File: config.mk
export PLATFORM = sky130hd
export DESIGN_NAME = sim_clock_monitor
export DESIGN_NICKNAME = d
export VERILOG_FILES = /design/src/rtl/sim_clock_monitor_pkg.sv /design/src/rtl/sim_clock_monitor_sync.sv /design/src/rtl/sim_clock_monitor.sv
export SDC_FILE = /design/constraint.sdc
export NUM_CORES = 1
export LEC_CHECK = 0
export CORE_ASPECT_RATIO = 0.5
export CORE_MARGIN = 5
export CORE_UTILIZATION = 50
export CTS_BUF_LIST = sky130_fd_sc_hd__clkbuf_4 sky130_fd_sc_hd__clkbuf_8
export DETAILED_ROUTE_END_ITERATION = 12
export PLACE_DENSITY = 0.82
export RECOVER_POWER = 25
export SETUP_SLACK_MARGIN = 0.3
export SLEW_MARGIN = 20
export SYNTH_ARGS = -nofsm -noshare
export SYNTH_HDL_FRONTEND = slang
export SYNTH_SLANG_ARGS = --single-unit
File: constraint.sdc
create_clock -name sys_clk -period 2.45 [get_ports sys_clk]
set_input_delay 0.245 -clock sys_clk [delete_from_list [all_inputs] [get_ports sys_clk]]
set_output_delay 0.245 -clock sys_clk [all_outputs]
set_load 0.01 [all_outputs]
File: src/rtl/sim_clock_monitor_pkg.sv
// Shared types for sim_clock_monitor: monitor FSM states and the period tolerance test.
// No logic state lives here; everything is combinational.
package sim_clock_monitor_pkg;

    typedef enum logic [1:0] {
        ST_IDLE    = 2'd0,
        ST_ARM     = 2'd1,
        ST_MEASURE = 2'd2,
        ST_LOCKED  = 2'd3
    } mon_state_t;

    // A saturated counter means the period overflowed, which can never be good.
    function automatic logic period_in_tol(input logic [31:0] per,
                                           input logic [31:0] exp_per,
                                           input logic [31:0] tol,
                                           input logic        sat);
        logic [31:0] lo_lim;
        lo_lim = (exp_per > tol) ? exp_per - tol : 32'd0;
        return !sat && (per >= lo_lim) && (per <= exp_per + tol);
    endfunction

endpackage

File: src/rtl/sim_clock_monitor_sync.sv
// Brings clk_in into the sys_clk domain (2-FF sync + delay flop) and flags rising edges.
// rise appears 2-3 cycles after the raw edge; no backpressure.
module sim_clock_monitor_sync (
    input  logic clk,
    input  logic rst_n,
    input  logic raw,
    output logic rise,
    output logic level
);

    logic s1;
    logic s2;
    logic s3;

    always_ff @(posedge clk or negedge rst_n) begin
        if (!rst_n) begin
            s1 <= 1'b0;
            s2 <= 1'b0;
            s3 <= 1'b0;
        end else begin
            s1 <= raw;
            s2 <= s1;
            s3 <= s2;
        end
    end

    assign rise  = s2 & ~s3;
    assign level = s2;

endmodule

File: src/rtl/sim_clock_monitor.sv
// Measures clk_in periods in sys_clk cycles, tracks lock and flags errors; duty counter under SIM_CLOCK_MONITOR_DUTY_EN.
// Outputs update one cycle after the detected rise; pure monitor, no backpressure.
module sim_clock_monitor
    import sim_clock_monitor_pkg::*;
#(
    parameter int EXP_PERIOD = 16,
    parameter int TOL        = 1,
    parameter int LOCK_COUNT = 4,
    parameter int CNT_W      = 16
) (
    input  logic             sys_clk,
    input  logic             sys_rst_n,
    input  logic             clk_in,
    input  logic             enable,
    input  logic             err_clr,
    output logic [CNT_W-1:0] period,
    output logic             period_valid,
    output logic [CNT_W-1:0] high_time,
    output logic             locked,
    output logic             err,
    output logic [31:0]      edge_count
);

    localparam int GW = $clog2(LOCK_COUNT + 1);
    localparam logic [CNT_W-1:0] TIMEOUT = CNT_W'(EXP_PERIOD + TOL + 1);

    logic             rise;
    logic             level;
    logic [CNT_W-1:0] cnt;
    logic [GW-1:0]    good_cnt;
    mon_state_t       state;
    mon_state_t       state_nxt;
    logic             cnt_sat;
    logic             good;
    logic             stall;
    logic             capture;
    logic             good_inc;
    logic             good_clr;
    logic             err_set;

    sim_clock_monitor_sync u_sync (
        .clk   (sys_clk),
        .rst_n (sys_rst_n),
        .raw   (clk_in),
        .rise  (rise),
        .level (level)
    );

    assign cnt_sat = &cnt;
    assign good    = period_in_tol(32'(cnt), 32'(EXP_PERIOD), 32'(TOL), cnt_sat);
    // A rise in the same cycle as the limit is a (bad) period, not a stall.
    assign stall   = !rise && (cnt >= TIMEOUT);
    assign locked  = (state == ST_LOCKED);

    always_ff @(posedge sys_clk or negedge sys_rst_n) begin
        if (!sys_rst_n) state <= ST_IDLE;
        else            state <= state_nxt;
    end

    always_comb begin
        state_nxt = state;
        capture   = 1'b0;
        good_inc  = 1'b0;
        good_clr  = 1'b0;
        err_set   = 1'b0;
        if (!enable) begin
            state_nxt = ST_IDLE;
            good_clr  = 1'b1;
        end else begin
            case (state)
                ST_IDLE: begin
                    state_nxt = ST_ARM;
                    good_clr  = 1'b1;
                end
                ST_ARM: begin
                    if (rise) state_nxt = ST_MEASURE;
                end
                ST_MEASURE: begin
                    if (rise) begin
                        capture = 1'b1;
                        if (good) begin
                            good_inc = 1'b1;
                            if (good_cnt == GW'(LOCK_COUNT - 1)) state_nxt = ST_LOCKED;
                        end else begin
                            good_clr = 1'b1;
                        end
                    end else if (stall) begin
                        state_nxt = ST_ARM;
                        good_clr  = 1'b1;
                    end
                end
                ST_LOCKED: begin
                    if (rise) begin
                        capture = 1'b1;
                        if (!good) begin
                            err_set   = 1'b1;
                            good_clr  = 1'b1;
                            state_nxt = ST_MEASURE;
                        end
                    end else if (stall) begin
                        err_set   = 1'b1;
                        good_clr  = 1'b1;
                        state_nxt = ST_ARM;
                    end
                end
                default: state_nxt = ST_IDLE;
            endcase
        end
    end

    always_ff @(posedge sys_clk or negedge sys_rst_n) begin
        if (!sys_rst_n) begin
            cnt          <= '0;
            good_cnt     <= '0;
            period       <= '0;
            period_valid <= 1'b0;
            err          <= 1'b0;
            edge_count   <= '0;
        end else begin
            period_valid <= capture;
            if (capture) period <= cnt;
            if (state != ST_IDLE) begin
                if (rise)          cnt <= CNT_W'(1);
                else if (!cnt_sat) cnt <= cnt + CNT_W'(1);
            end
            if (good_clr)      good_cnt <= '0;
            else if (good_inc) good_cnt <= good_cnt + GW'(1);
            if (err_set)      err <= 1'b1;
            else if (err_clr) err <= 1'b0;
            if (enable && rise) edge_count <= edge_count + 32'd1;
        end
    end

`ifdef SIM_CLOCK_MONITOR_DUTY_EN
    logic [CNT_W-1:0] hcnt;

    // The rise cycle is itself a high sample, so the count restarts at 1.
    always_ff @(posedge sys_clk or negedge sys_rst_n) begin
        if (!sys_rst_n) begin
            hcnt      <= '0;
            high_time <= '0;
        end else begin
            if (state != ST_IDLE) begin
                if (rise)                    hcnt <= CNT_W'(1);
                else if (level && !(&hcnt)) hcnt <= hcnt + CNT_W'(1);
            end
            if (capture) high_time <= hcnt;
        end
    end
`else
    wire unused_level = level;
    assign high_time = '0;
`endif

endmodule

==> results of run 1 <==
## area by class of cell
class,count,area (um^2)
clock buffer,11,145.1
timing repair buffer,62,594.3
tap,96,120.1
multi-input combinational,243,1673
fill,605,2820
clock inverter,1,5.005
inverter,8,30.03
sequential,74,1852
## sequential cells by signal, summed over array words and instances (netlist names), 2 cells and up
name,count
cnt,16
edge_count,32
good_cnt,3
period,16
state,2
## kinds of logic after synthesis
family	count (synthesis)	share of synthesized area
flip-flops	74	0.5020
AND/OR/NAND/NOR	132	0.2083
multiplexers	15	0.04512
buffers and inverters	35	0.05631
AO/OA/AOI/OAI	29	0.05903
XOR/XNOR	44	0.1045
other	1	0.001017
adder cells (fa/ha/maj)	7	0.02374
## power breakdown
group	total [uW]	leakage, uW	internal [uW]	switching, uW
sequential	1440	0.00101	1310	128
combinational	450	0.000877	227	222
clock	765	0.0000804	383	383
total	2660	0.00197	1920	733
## synthesized netlist by cell type (all sizes together)
cell / count / area, um^2
nor4: 7 / 107.6
a211oi: 5 / 37.54
nand4b: 1 / 8.760
mux2: 13 / 146.4
nor2b: 1 / 6.260
o211a: 1 / 10.01
a31oi: 1 / 6.260
nand4: 11 / 87.59
nand3: 19 / 100.1
o41ai: 1 / 16.27
a2111oi: 1 / 27.53
conb: 1 / 3.750
a22oi: 1 / 7.510
inv: 8 / 30.03
and3: 8 / 55.05
buf: 23 / 162.7
and2: 6 / 37.54
nor3: 8 / 45.04
o21ai: 6 / 30.03
clkbuf: 4 / 15.01
nand3b: 2 / 27.53
nor2: 26 / 97.59
or3b: 1 / 8.760
a21oi: 10 / 53.80
mux2i: 2 / 20.02
nand2: 34 / 127.6
dfrtp: 74 / 1852
xnor2: 38 / 332.8
a32o: 1 / 10.01
or2: 2 / 12.51
o22ai: 2 / 18.77
xor2: 6 / 52.55
and4: 1 / 8.760
ha: 7 / 87.58
nand2b: 1 / 6.260
or3: 3 / 23.77
and2b: 1 / 7.510
## worst paths after layout
| path | startpoint | to | slack [ps] | cells past startpoint |
|---|---|---|---|---|
| worst max-delay path | u_sync.s3 | edge_count[28] | 450 | 5 |
| worst min-delay path | u_sync.s1 | u_sync.level | 350 | 0 |
| worst max register to register | u_sync.s3 | edge_count[28] | 450 | 5 |
| worst min register to register | u_sync.s1 | u_sync.level | 350 | 0 |
| max in group asynchronous | sys_rst_n | edge_count[3] | 840 | 3 |
| min in group asynchronous | sys_rst_n | period[7] | 500 | 2 |
## what timing repair did
item,4_1_cts,5_1_grt
endpoints found under the setup margin,0,2
hold endpoints to repair,27,0
hold buffers,1,0
resized for setup,0,0
## through the flow
stage / total power, uW / util / std cells / hold slack, ps
after CTS: 2692 / 0.6148 / 495 / 342.8
after detailed placement: 1925 / 0.5926 / 482 / 338.1
final: 2657 / 0.6104 / 495 / 352.7
after floorplan: 1719 / - / 352 / -50.59
after global placement: 1905 / 0.5926 / 482 / 330.0
after global routing: 2814 / 0.6104 / 495 / 354.5
## per-layer routing
layer,vias up,GRT usage
li1,1242,-
met1,1257,0.2116
met2,68,0.2663
met3,4,0.04190
met4,0,0.04219
met5,-,0
## critical path, stage by stage, from the launching register on
cell,delay (ps)
dfrtp_1,400
nand3b_1,350
nor4_4,480
and2_1,330
nand4_1,150
xnor2_1,160
==> metrics.txt, run 1 <==
GP Congestion=0.8691; Overflow after GRT=0; Synth Register Bits=74; Peak supply drop=0.2859 mV; vias=2571; commonest non-fill, non-tap cell in the layout=dfrtp_1; synth warn=0; slew margin rel.=0.2893; hpwl dp=5365 um; Post-CTS Setup Bufs=0; cell area after layout=4419 um^2; most frequent cells in the layout=dfrtp_1, clkdlybuf4s50_1, xnor2_1; Reg clk slew, reported paths=70 ps; met3 routed WL=413 um; Worst Slack Setup Final=453.7 ps; CTS buffer count=9; Final min period=1996 ps; pin count of the biggest net entering global routing=34; max-slew violation count=0; Hold Crit Class=flip-flop to flip-flop; vias in the first global route=2603; CP max FO=7; # H-tree levels=3; first-iteration detailed-routing DRC count=153; Max-cap violations=0; nets@finish=410; Die ar.=9299 um^2; Netlist cell types=50; f_max=0.5009 GHz; core area=7239 um^2; initial antenna violation count=0; Die H=70.74 um; Cell Rows=22; Worst-Skew Late Latency=330 ps; startpoint types=flip-flop; P_leak=0.001967 uW; final worst clock skew=6.067 ps; Pre-antenna DRT Iters=4; # setup viols final=0; first-pass GRT wire length=12480 um; status=finished, final reports clean; Antenna diodes=0; I/O pins=72; CTS Buffer Depth=2; Top Layer Used=met4; Worst Path Arrival=2200 ps; Worst Path Required=2660 ps; number of I/O port buffers=55; met1 WL=3192 um; Worst setup EP type=flip-flop; period utilization=0.8148; unrepaired setup endpoints after global routing=false; DR WL met2=3382 um; power density over the cells=601.2 nW/um^2; clock sinks=74; CTS tree=done; Final Hold Viols=0; Horiz. Die Dim=131.5 um; share of layout cells above drive strength 1=0.1203; pre-CTS setup slack=328.7 ps; DR vias/cell=5.194; Cells after Synth=337; Avg Inst Size Synth=10.95 um^2; final wirelength=7040 um; synthesized area=3689 um^2; sequential area share after synthesis=0.5020; Initial Utilization=0.5095; post-route ant nets=0; Least-Margin Pin Slew=1066 ps; DRC violations left=0; gr usage total=0.1602; placed cell areas=4290 um^2; area grow syn2layout=19.81%; Setup Crit Path Kind=flip-flop to flip-flop; Final TNS setup=0 ps; CTS root buffer=clkbuf_8; WL per Instance=14.22 um
Power figures use the tool's default switching activity.
==> inputs of run 2 (changes only) <==
==> constraint.sdc (replaced) <==
create_clock -name sys_clk -period 1.9 [get_ports sys_clk]
set_input_delay 0.19 -clock sys_clk [delete_from_list [all_inputs] [get_ports sys_clk]]
set_output_delay 0.19 -clock sys_clk [all_outputs]
set_load 0.01 [all_outputs]
==> metrics.txt, run 2 (synthesis results as in run 1) <==
power density over the cells=759.7 nW/um^2 (+26%); # H-tree levels=3 (unchanged); area of the multi-input gates=1964 um^2 (+17%); Peak supply drop=0.3658 mV (+28%); DRC violations left=0 (unchanged); Die H=70.74 um (unchanged); core area=7239 um^2 (unchanged); WP buf/inv=1 (+1); P_leak=0.002197 uW (+12%); final wirelength=8984 um (+28%); Overflow after GRT=0 (unchanged); first-iteration detailed-routing DRC count=377 (+150%); Worst Path Arrival=2100 ps (-100 ps); Worst-Skew Late Latency=350 ps (+20 ps); # setup viols final=0 (unchanged); largest registers=edge_count (32), cnt (16), period (16); status=finished, final reports clean; Worst Path Required=2190 ps (-470 ps); gr usage total=0.1721 (+0.01189); Setup Crit Path Kind=flip-flop to flip-flop; slew margin rel.=0.3780 (+0.08870); startpoint types=flip-flop; Worst setup EP type=flip-flop; first-pass GRT wire length=13040 um (+4.5%); Slowest Stage Delay on Critical Path=450 ps (-30 ps); CTS Buffer Depth=2 (unchanged); Stages on worst setup path=6 (+1); area grow syn2layout=36.47%; most frequent cells in the layout=dfrtp_1, clkdlybuf4s50_1, xnor2_1; Cell Rows=22 (unchanged); Reg area=1877 um^2 (+1.4%); delay-heaviest family, CP=simple AND/OR/NAND/NOR gates; post-route ant nets=0 (unchanged); slowest CP cell=dfrtp_2; CTS root buffer=clkbuf_8; CP max FO=4 (-3); Worst R2R End=good_cnt[1]; max reg flops=32 (unchanged); vias=2914 (+13%); initial antenna violation count=0 (unchanged); Final Hold Viols=0 (unchanged); DR vias/cell=5.519 (+6.3%); Hold Crit Class=flip-flop to flip-flop; Hold Path Origin=u_sync.s1; r2r startpoint=cnt[1]; f_max=0.5522 GHz (+10%); post-layout util=0.6953 (+0.08486); clock sinks=74 (unchanged); period utilization=0.9531 (+0.1383); pin count of the biggest net entering global routing=37 (+8.8%); commonest non-fill, non-tap cell in the layout=dfrtp_1; max-slew violation count=0 (unchanged); largest reg by FF count=edge_count; Hold Path Cell Cnt=0 (unchanged); Max-cap violations=0 (unchanged); Reg clk slew, reported paths=70 ps (about the same); Horiz. Die Dim=131.5 um (unchanged); WL per Instance=17.02 um (+20%); Hold Path End=u_sync.level; Antenna diodes=0 (unchanged); share of layout cells above drive strength 1=0.3218 (+0.2015); GP Congestion=0.8718 (+0.31%); Die ar.=9299 um^2 (unchanged); Worst Slack Setup Final=89.11 ps (-364.6 ps); Pre-antenna DRT Iters=4 (unchanged); vias in the first global route=2689 (+3.3%); fillers=473 (-22%); nets@finish=441 (+7.6%); CTS buffer count=9 (unchanged); number of I/O port buffers=55 (unchanged); hpwl dp=5529 um (+3.1%); Initial Utilization=0.5095 (unchanged); reg2reg path depth=6 (+1); pre-CTS setup slack=-18.56 ps (-347.3 ps); Worst R2R Setup Slack=90 ps (-360 ps); I/O pins=72 (unchanged); final worst clock skew=8.606 ps (+2.539 ps); critical-path cell list=buf_6 -> o41ai_4 -> nand4_1 -> or3_1 -> and3_4 -> nor2_1; Final min period=1811 ps (-185.4 ps); unrepaired setup endpoints after global routing=true; Least-Margin Pin Slew=933.0 ps (-133.1 ps); CTS tree=done
run 2: metrics by stage:
step / cell area (um^2) / hold WS, ps / instances / power [uW] / setup TNS, ps
6_report: 5034 / 357.9 / 528 / 3824 / 0
5_1_grt: 5034 / 366.0 / 528 / 4006 / 0
4_1_cts: 4643 / 265.8 / 512 / 3648 / 0
3_5_place_dp: 4387 / 180.4 / 493 / 2510 / -47.48
3_3_place_gp: 4387 / 177.7 / 493 / 2492 / 0
2_1_floorplan: 3756 / -105.6 / 352 / 2233 / 0
run 2: power by group:
group	total, uW	switching, uW	internal [uW]
sequential	1900	194	1700
clock	1110	530	576
combinational	821	394	427
total	3820	1120	2710
run 2: per-layer routing:
| layer | wire length [um] | GRT usage | vias to the layer above | share of wire |
|---|---|---|---|---|
| met5 | 0 | 0 | - | 0 |
| met4 | 269 | 0.08210 | 0 | 0.030 |
| met3 | 516 | 0.04759 | 32 | 0.057 |
| met2 | 4499 | 0.2798 | 100 | 0.50 |
| met1 | 3699 | 0.2160 | 1476 | 0.41 |
| li1 | - | - | 1306 | - |
run 2: repair_timing:
| action | 4_1_cts | 5_1_grt |
|---|---|---|
| hold buffers | 1 | 0 |
| gates resized for setup | 16 | 66 |
| setup buffers | 4 | 16 |
| pin swaps | 2 | 26 |
| endpoints found under the setup margin | 38 | 47 |
| cloned | 0 | 0 |
| hold endpoints to repair | 34 | 0 |
run 2: area by class of cell:
class | instances | area share
repair buffers | 93 | 0.1725
multi-input cells | 243 | 0.3903
inverters | 8 | 0.005966
clock buffers | 14 | 0.03455
well taps | 96 | 0.02386
flip-flops and latches | 74 | 0.3729
run 2: worst register-to-register path, cell delays in order, from the launching register on:
cell,delay [ps]
dfrtp_2,450
buf_6,140
o41ai_4,350
nand4_1,180
or3_1,340
and3_4,200
nor2_1,100
run 2: how the worst max path moves through the flow:
stage	from	end	slack (ps)
6_report	cnt[1]	good_cnt[1]	90
5_1_grt	cnt[0]	good_cnt[1]	30
3_5_place_dp	enable	edge_count[30]	-20
3_3_place_gp	enable	edge_count[31]	40
4_1_cts	cnt[12]	good_cnt[2]	140
2_1_floorplan	cnt[0]	good_cnt[2]	230
